`config.mk`:
```
export PLATFORM = sky130hd
export DESIGN_NAME = jk_bank_driver
export DESIGN_NICKNAME = d
export VERILOG_FILES = /design/src/rtl/jk_bank_driver.sv
export SDC_FILE = /design/constraint.sdc
export NUM_CORES = 1
export LEC_CHECK = 0
export ABC_AREA = 1
export CORE_ASPECT_RATIO = 0.75
export CORE_MARGIN = 1.5
export CORE_UTILIZATION = 45
export CTS_BUF_LIST = sky130_fd_sc_hd__clkbuf_16
export CTS_CLUSTER_SIZE = 12
export DETAILED_ROUTE_END_ITERATION = 16
export GPL_TIMING_DRIVEN = 1
export PLACE_DENSITY = 0.71
export SLEW_MARGIN = 20
export SYNTH_ARGS = -nofsm -noshare
export SYNTH_HDL_FRONTEND = slang
export SYNTH_SLANG_ARGS = --single-unit
```
`constraint.sdc`:
```
create_clock -name clk -period 5.55 [get_ports clk]
set_input_delay 0.555 -clock clk [delete_from_list [all_inputs] [get_ports clk]]
set_output_delay 0.555 -clock clk [all_outputs]
set_load 0.01 [all_outputs]
```
`src/rtl/jk_bank_driver.sv`:
```
`default_nettype none
// ============================================================================
// Module   : jk_bank_driver
// Purpose  : Command-side initiator for a JK flip-flop register bank.
//            Accepts masked SET / CLEAR / TOGGLE / LOAD commands over a
//            valid/ready handshake, produces one cycle of J/K excitation,
//            reads the bank back and re-drives a LOAD of the expected value
//            on mismatch, up to MAX_RETRY times, before reporting an error.
// Ports    : clk        - rising-edge clock shared with the JK bank
//            reset      - asynchronous active-high reset
//            cmd_valid  - command present
//            cmd_ready  - driver can accept a command (state == IDLE)
//            cmd_op     - 00=SET, 01=CLEAR, 10=TOGGLE, 11=LOAD
//            cmd_mask   - bits affected by the command
//            cmd_data   - LOAD target value (ignored for other ops)
//            q_fb       - current JK bank output
//            J, K       - registered excitation to the bank
//            busy       - command in progress
//            done       - one-cycle completion pulse
//            error      - one-cycle pulse with done when retries ran out
// Revision : 1.0 - initial release
// ============================================================================
module jk_bank_driver #(
  parameter int WIDTH     = 32,
  parameter int MAX_RETRY = 2
) (
  input  logic             clk,
  input  logic             reset,
  input  logic             cmd_valid,
  output logic             cmd_ready,
  input  logic [1:0]       cmd_op,
  input  logic [WIDTH-1:0] cmd_mask,
  input  logic [WIDTH-1:0] cmd_data,
  input  logic [WIDTH-1:0] q_fb,
  output logic [WIDTH-1:0] J,
  output logic [WIDTH-1:0] K,
  output logic             busy,
  output logic             done,
  output logic             error
);

  localparam logic [1:0] c_ST_IDLE  = 2'd0;
  localparam logic [1:0] c_ST_DRIVE = 2'd1;
  localparam logic [1:0] c_ST_CHECK = 2'd2;
  localparam logic [1:0] c_ST_RESP  = 2'd3;

  localparam logic [1:0] c_OP_SET    = 2'b00;
  localparam logic [1:0] c_OP_CLEAR  = 2'b01;
  localparam logic [1:0] c_OP_TOGGLE = 2'b10;

  localparam logic [2:0] c_MAX_RETRY = 3'(MAX_RETRY);

  logic [1:0]       state_q, state_d;
  logic [WIDTH-1:0] mask_q,  mask_d;
  logic [WIDTH-1:0] exp_q,   exp_d;
  logic [2:0]       retry_q, retry_d;
  logic [WIDTH-1:0] j_q,     j_d;
  logic [WIDTH-1:0] k_q,     k_d;
  logic             busy_q,  busy_d;
  logic             done_q,  done_d;
  logic             error_q, error_d;

  logic             w_accept;
  logic             w_match;
  logic             w_can_retry;
  logic [WIDTH-1:0] w_exp_new;

  assign cmd_ready   = (state_q == c_ST_IDLE);
  assign w_accept    = cmd_valid && cmd_ready;
  assign w_match     = (q_fb == exp_q);
  assign w_can_retry = (retry_q < c_MAX_RETRY);

  // Expected bank contents after the command, from q sampled at accept.
  always_comb begin
    w_exp_new = q_fb;
    case (cmd_op)
      c_OP_SET:    w_exp_new = q_fb | cmd_mask;
      c_OP_CLEAR:  w_exp_new = q_fb & ~cmd_mask;
      c_OP_TOGGLE: w_exp_new = q_fb ^ cmd_mask;
      default:     w_exp_new = (q_fb & ~cmd_mask) | (cmd_data & cmd_mask);
    endcase
  end

  // State register (and all datapath registers).
  always_ff @(posedge clk or posedge reset) begin
    if (reset) begin
      state_q <= c_ST_IDLE;
      mask_q  <= '0;
      exp_q   <= '0;
      retry_q <= '0;
      j_q     <= '0;
      k_q     <= '0;
      busy_q  <= 1'b0;
      done_q  <= 1'b0;
      error_q <= 1'b0;
    end else begin
      state_q <= state_d;
      mask_q  <= mask_d;
      exp_q   <= exp_d;
      retry_q <= retry_d;
      j_q     <= j_d;
      k_q     <= k_d;
      busy_q  <= busy_d;
      done_q  <= done_d;
      error_q <= error_d;
    end
  end

  // Next-state logic.
  always_comb begin
    state_d = state_q;
    case (state_q)
      c_ST_IDLE:  if (w_accept) state_d = c_ST_DRIVE;
      c_ST_DRIVE: state_d = c_ST_CHECK;
      c_ST_CHECK: begin
        if (!w_match && w_can_retry) state_d = c_ST_DRIVE;
        else                         state_d = c_ST_RESP;
      end
      default:    state_d = c_ST_IDLE;
    endcase
  end

  // Output / datapath next values. Outputs are registered, so each value is
  // computed one edge early: J/K are loaded on the edge entering DRIVE and
  // cleared on the edge leaving it, which keeps them zero in every other
  // state. done/error are loaded on the edge entering RESP.
  always_comb begin
    mask_d  = mask_q;
    exp_d   = exp_q;
    retry_d = retry_q;
    j_d     = '0;
    k_d     = '0;
    busy_d  = 1'b0;
    done_d  = 1'b0;
    error_d = 1'b0;
    case (state_q)
      c_ST_IDLE: begin
        if (w_accept) begin
          mask_d = cmd_mask;
          exp_d  = w_exp_new;
          busy_d = 1'b1;
          case (cmd_op)
            c_OP_SET:    j_d = cmd_mask;
            c_OP_CLEAR:  k_d = cmd_mask;
            c_OP_TOGGLE: begin
              j_d = cmd_mask;
              k_d = cmd_mask;
            end
            default: begin
              j_d = w_exp_new & cmd_mask;
              k_d = ~w_exp_new & cmd_mask;
            end
          endcase
        end
      end
      c_ST_DRIVE: busy_d = 1'b1;
      c_ST_CHECK: begin
        if (w_match) begin
          done_d = 1'b1;
        end else if (w_can_retry) begin
          // Retries always force the expected value; a TOGGLE is never
          // re-toggled because that would compound the error.
          retry_d = retry_q + 3'd1;
          busy_d  = 1'b1;
          j_d     = exp_q & mask_q;
          k_d     = ~exp_q & mask_q;
        end else begin
          done_d  = 1'b1;
          error_d = 1'b1;
        end
      end
      default: retry_d = '0;
    endcase
  end

  assign J     = j_q;
  assign K     = k_q;
  assign busy  = busy_q;
  assign done  = done_q;
  assign error = error_q;

endmodule
`default_nettype wire

```
# Word-level counts from Yosys, hierarchy flattened
# Cells that the tools add are included.
# word_totals
ram_bits	0
out_inout_bits	68
rom_bits	0
reg_bits	136
wordCells	68
latchBits	0
in_bits	101
n_memories	0
# op_classes
add_sub_neg	1
n_eq_ne	8
reduce_logical	10
n_mux	26
magnitude_cmp	1
multipliers	0
bitwise_logic	13
div_mod_pow	0
n_shift	0
# op_table
op	n
32-bit case mux with 2 select lines	4
32-bit AND	6
32-bit two-way mux	6
32-bit NOT	3
32-bit case mux with 3 select lines	1
32-bit OR	2
32-bit == test	1
32-bit XOR	1
1-bit two-way mux	8
3-bit two-way mux	2
2-bit case mux with 3 select lines	1
3-bit case mux with 2 select lines	1
2-bit OR reduction	3
2-bit by 1-bit == test with 1-bit output (second input constant)	2
2-bit == test (second input constant)	2
2-bit logical NOT	2
2-bit two-way mux	2
2-bit inequality test (second input constant)	2
3-bit by 1-bit adder with 3-bit output (second input constant)	1
3-bit by 2-bit less-than comparator with 1-bit output (second input constant)	1
1-bit case mux with 3 select lines	1
3-bit AND reduction	1
1-bit logical AND	2
2-bit by 1-bit inequality test with 1-bit output (second input constant)	1
3 further kinds	3

# Depth between registers and ports, before layout
# depth
ltp_word	9
ltp_mapped	12
ltp_nobuf	11

# Worst setup path before layout
# No wires, ideal clock.
# synth_path
path_kind	in2reg
start	input cmd_op[0]
end	register j_q[13], in the netlist J[13]
setup_slack_ps	3872
arrival_time_ps	1605
n_path_buf	2
path_stages	8
required_ps	5476
path_cell_list	inv_1 ha_1 clkbuf_1 nor2_1 nor2_1 clkbuf_1 o21ai_0 o21ai_2
# synth_via
elab_chain_len	6
word_cells_on_any_way	9
# synth_rtl
item	line_no	text
start: declaration	31	input logic [1:0] cmd_op,
2-bit == test, or another cell as far along	76, 142	
32-bit case mux with 3 select lines	76	case (cmd_op)
32-bit AND	150	j_d = w_exp_new & cmd_mask;
32-bit case mux with 2 select lines (*)	142	case (cmd_op)
32-bit two-way mux (*)	138	if (w_accept) begin
32-bit case mux with 2 select lines (*)	136	case (state_q)
net j_d[13]	57	logic [WIDTH-1:0] j_q, j_d;
end signal: assignment	101	j_q <= j_d;
end: declaration	57	
# The timed path passes the listed nets; every way through them passes the cells marked *.
# A chain may end at the register's enable or synchronous reset.

# Worst setup path after layout
# Ends and elaborated chain as after synthesis.

==> results.ini <==
[synth]
synthArstFlopShare_pct=100
yosys_most_used_dff=dfrtp_1
ys_top_cells_by_area=dfrtp_1 41%, ha_1 11%, o21ai_0 8.4%
ys_ff_latch=136
syn-num-nets=1160
yosys.area.top_type=dfrtp_1
synth.cell_area_um2=8260
ys_warn_count=0
syn_area_per_cell_um2=8.35
synth_top_cell_area_share_pct=41.2
synthCells=989
ys_types=28
synth_edf_count=0
ys_seq_area_share_pct=41.2

[floorplan]
rows=42
die_h_um=120
die_w_um=159
pin_count=169
fp.dieArea_um2=19200
core_area_um2=17800
start_util_pct=46.4

[place]
io_buffers=168
hpwl_mm=15.3
gp_congestion=0.866

[timing]
hold_violations=0
drv_slew=0
fin_crit_sh_pct=52.0
setup_viol=0
max_freq_ghz=0.346
fin_skew_ps=7.11
slew_headroom_pct=29.1
min_period_ps=2890
finalSetupTns_ps=0
tightestPinTransition_ps=1060
rsz0062_at_grt=false

[pwr]
power_density_nw_per_um2=406
peakVddDrop_v=0.000214
power_leakage_nw=5.01
power_mw=4.31

[critical_path]
crit_buf_inv=2
crit_fanout=33
cp_top_family=simple AND/OR/NAND/NOR gates
crit_chain=clkdlybuf4s50_1 > inv_1 > ha_2 > nor2_1 > nor2_4 > o21ai_0 > o21ai_2
cp_slowest_cell=nor2_4
reg2reg_depth=9
critical_path_depth=7
crit_required_ps=5890
worstSetupStartpointType=primary input
end_kind=register
crit_arrival_ps=3230
critPathKind=primary input to register
slowest_delay_ps=790

[cts]
cts.sink_count=136
holdBufCountCts=0
clockBufferDepth=2
cts_tree=built
postCtsResizedCells=0
cts_max_level=4
cts_buffers=17
cts-root-buf=clkbuf_16
clk_latency_ps=430
post_cts_buffers=0
cts.clk_slew.worst_paths_ps=60

[finish]
n_antenna_cell=0
final_nets=1308
final_cell_mix=168 x clkdlybuf4s50_1, 145 x nand2_1, 139 x o21ai_0
syn_to_final_growth_pct=28.4
layout_commonest_cell=clkdlybuf4s50_1
drive_above_1_share_pct=9.14

[global_route]
grt_start_max_net_pins=93
grt.total_usage_pct=25.1
antenna_found_initial=0
grt_pass1_wl_mm=37.5
grt-ovfl-total=0
grt_pass1_vias=7194

[min_path]
holdCritPathClass=register to register
holdPathStages=2

[route]
dr.pass1.iters=5
num_vias=7374
ant_nets=0
drtIter0Drc=455
wl_per_cell_um=16.6
drc=0
wl_mm=23.1
viasPerCell=5.30

[run_status]
outcome=completed

[run]
drv_cap=0

==> flip-flops by register name (all words and copies together), names as in the netlist <==
name     count
retry_q      3
K           32
J           32
exp_q       32
done         1
busy         1
state_q      2
mask_q      32
error        1
==> cell families (layout without fill, tap and decap cells) <==
kind of cell,count (synthesis),after routing,share of synthesized area (%)
and+or+nand+nor,316,316,15.6
xor gates and xnor gates,20,20,2.12
buffers and inverters,155,315,8.54
AOI/OAI and AO/OA,292,292,21.9
DFF,136,136,41.2
adders and majority gates,70,70,10.6
==> where the power goes <==
group          leakage, nW  switching [mW]  total, mW  internal (mW)
Combinational         2.98           0.889       1.54          0.647
Sequential            1.74           0.256       1.60           1.34
Clock                0.289           0.439       1.17          0.735
==> area by class of cell <==
cell class,instances,area [um^2]
flip-flops and latches,136,3400
inverters,110,420
clock buffers,17,425
well taps,242,303
multi-input cells,698,4170
fillers,1542,7200
repair buffers,174,1730
clock inverters,14,164
==> through the flow <==
| stage | utilization, % | area, um^2 | setup slack (ps) | instances | hold WS (ps) |
|---|---|---|---|---|---|
| after CTS | 59.6 | 10600 | 2700 | 1391 | 510 |
| after global placement | 56.3 | 10000 | 2340 | 1360 | 489 |
| after floorplan | - | 8260 | 1360 | 989 | 470 |
| after global routing | 59.6 | 10600 | 2470 | 1391 | 543 |
| final | 59.6 | 10600 | 2660 | 1391 | 511 |
| after detailed placement | 56.3 | 10000 | 2260 | 1360 | 495 |
==> tightest hold or removal path, cell delays in order, from the launching register on <==
cell     delay [ps]
dfrtp_1         360
nand2_1          50
o21ai_0          60
==> path summary, 6_finish.rpt <==
path,startpoint,endpoint,slack (ps)
min in group asynchronous,reset,J[25],670
max in group asynchronous,reset,J[4],3710
max reg2reg,exp_q[29],J[17],2970
max,cmd_op[0],J[13],2660
min reg2reg,mask_q[7],mask_q[7],510
min,mask_q[7],mask_q[7],510
==> routing by layer <==
metal | track usage, % | share of wire, % | vias up
li1 | - | - | 3582
met1 | 34.3 | 45 | 3475
met2 | 39.1 | 45 | 293
met3 | 6.93 | 8.4 | 24
met4 | 7.13 | 1.3 | 0
met5 | 0 | 0 | -
==> cell usage after synthesis (10+ instances only) <==
cell / instances
a22oi_1: 24
xnor2_1: 20
a22o_1: 32
nand2_1: 145
nor2_1: 118
nand3_1: 37
o21ai_0: 139
ha_1: 70
buf_2: 10
o21ai_2: 40
a21oi_1: 40
inv_2: 17
dfrtp_1: 136
inv_1: 93
clkbuf_1: 24
(Power assumes the default switching activity.)
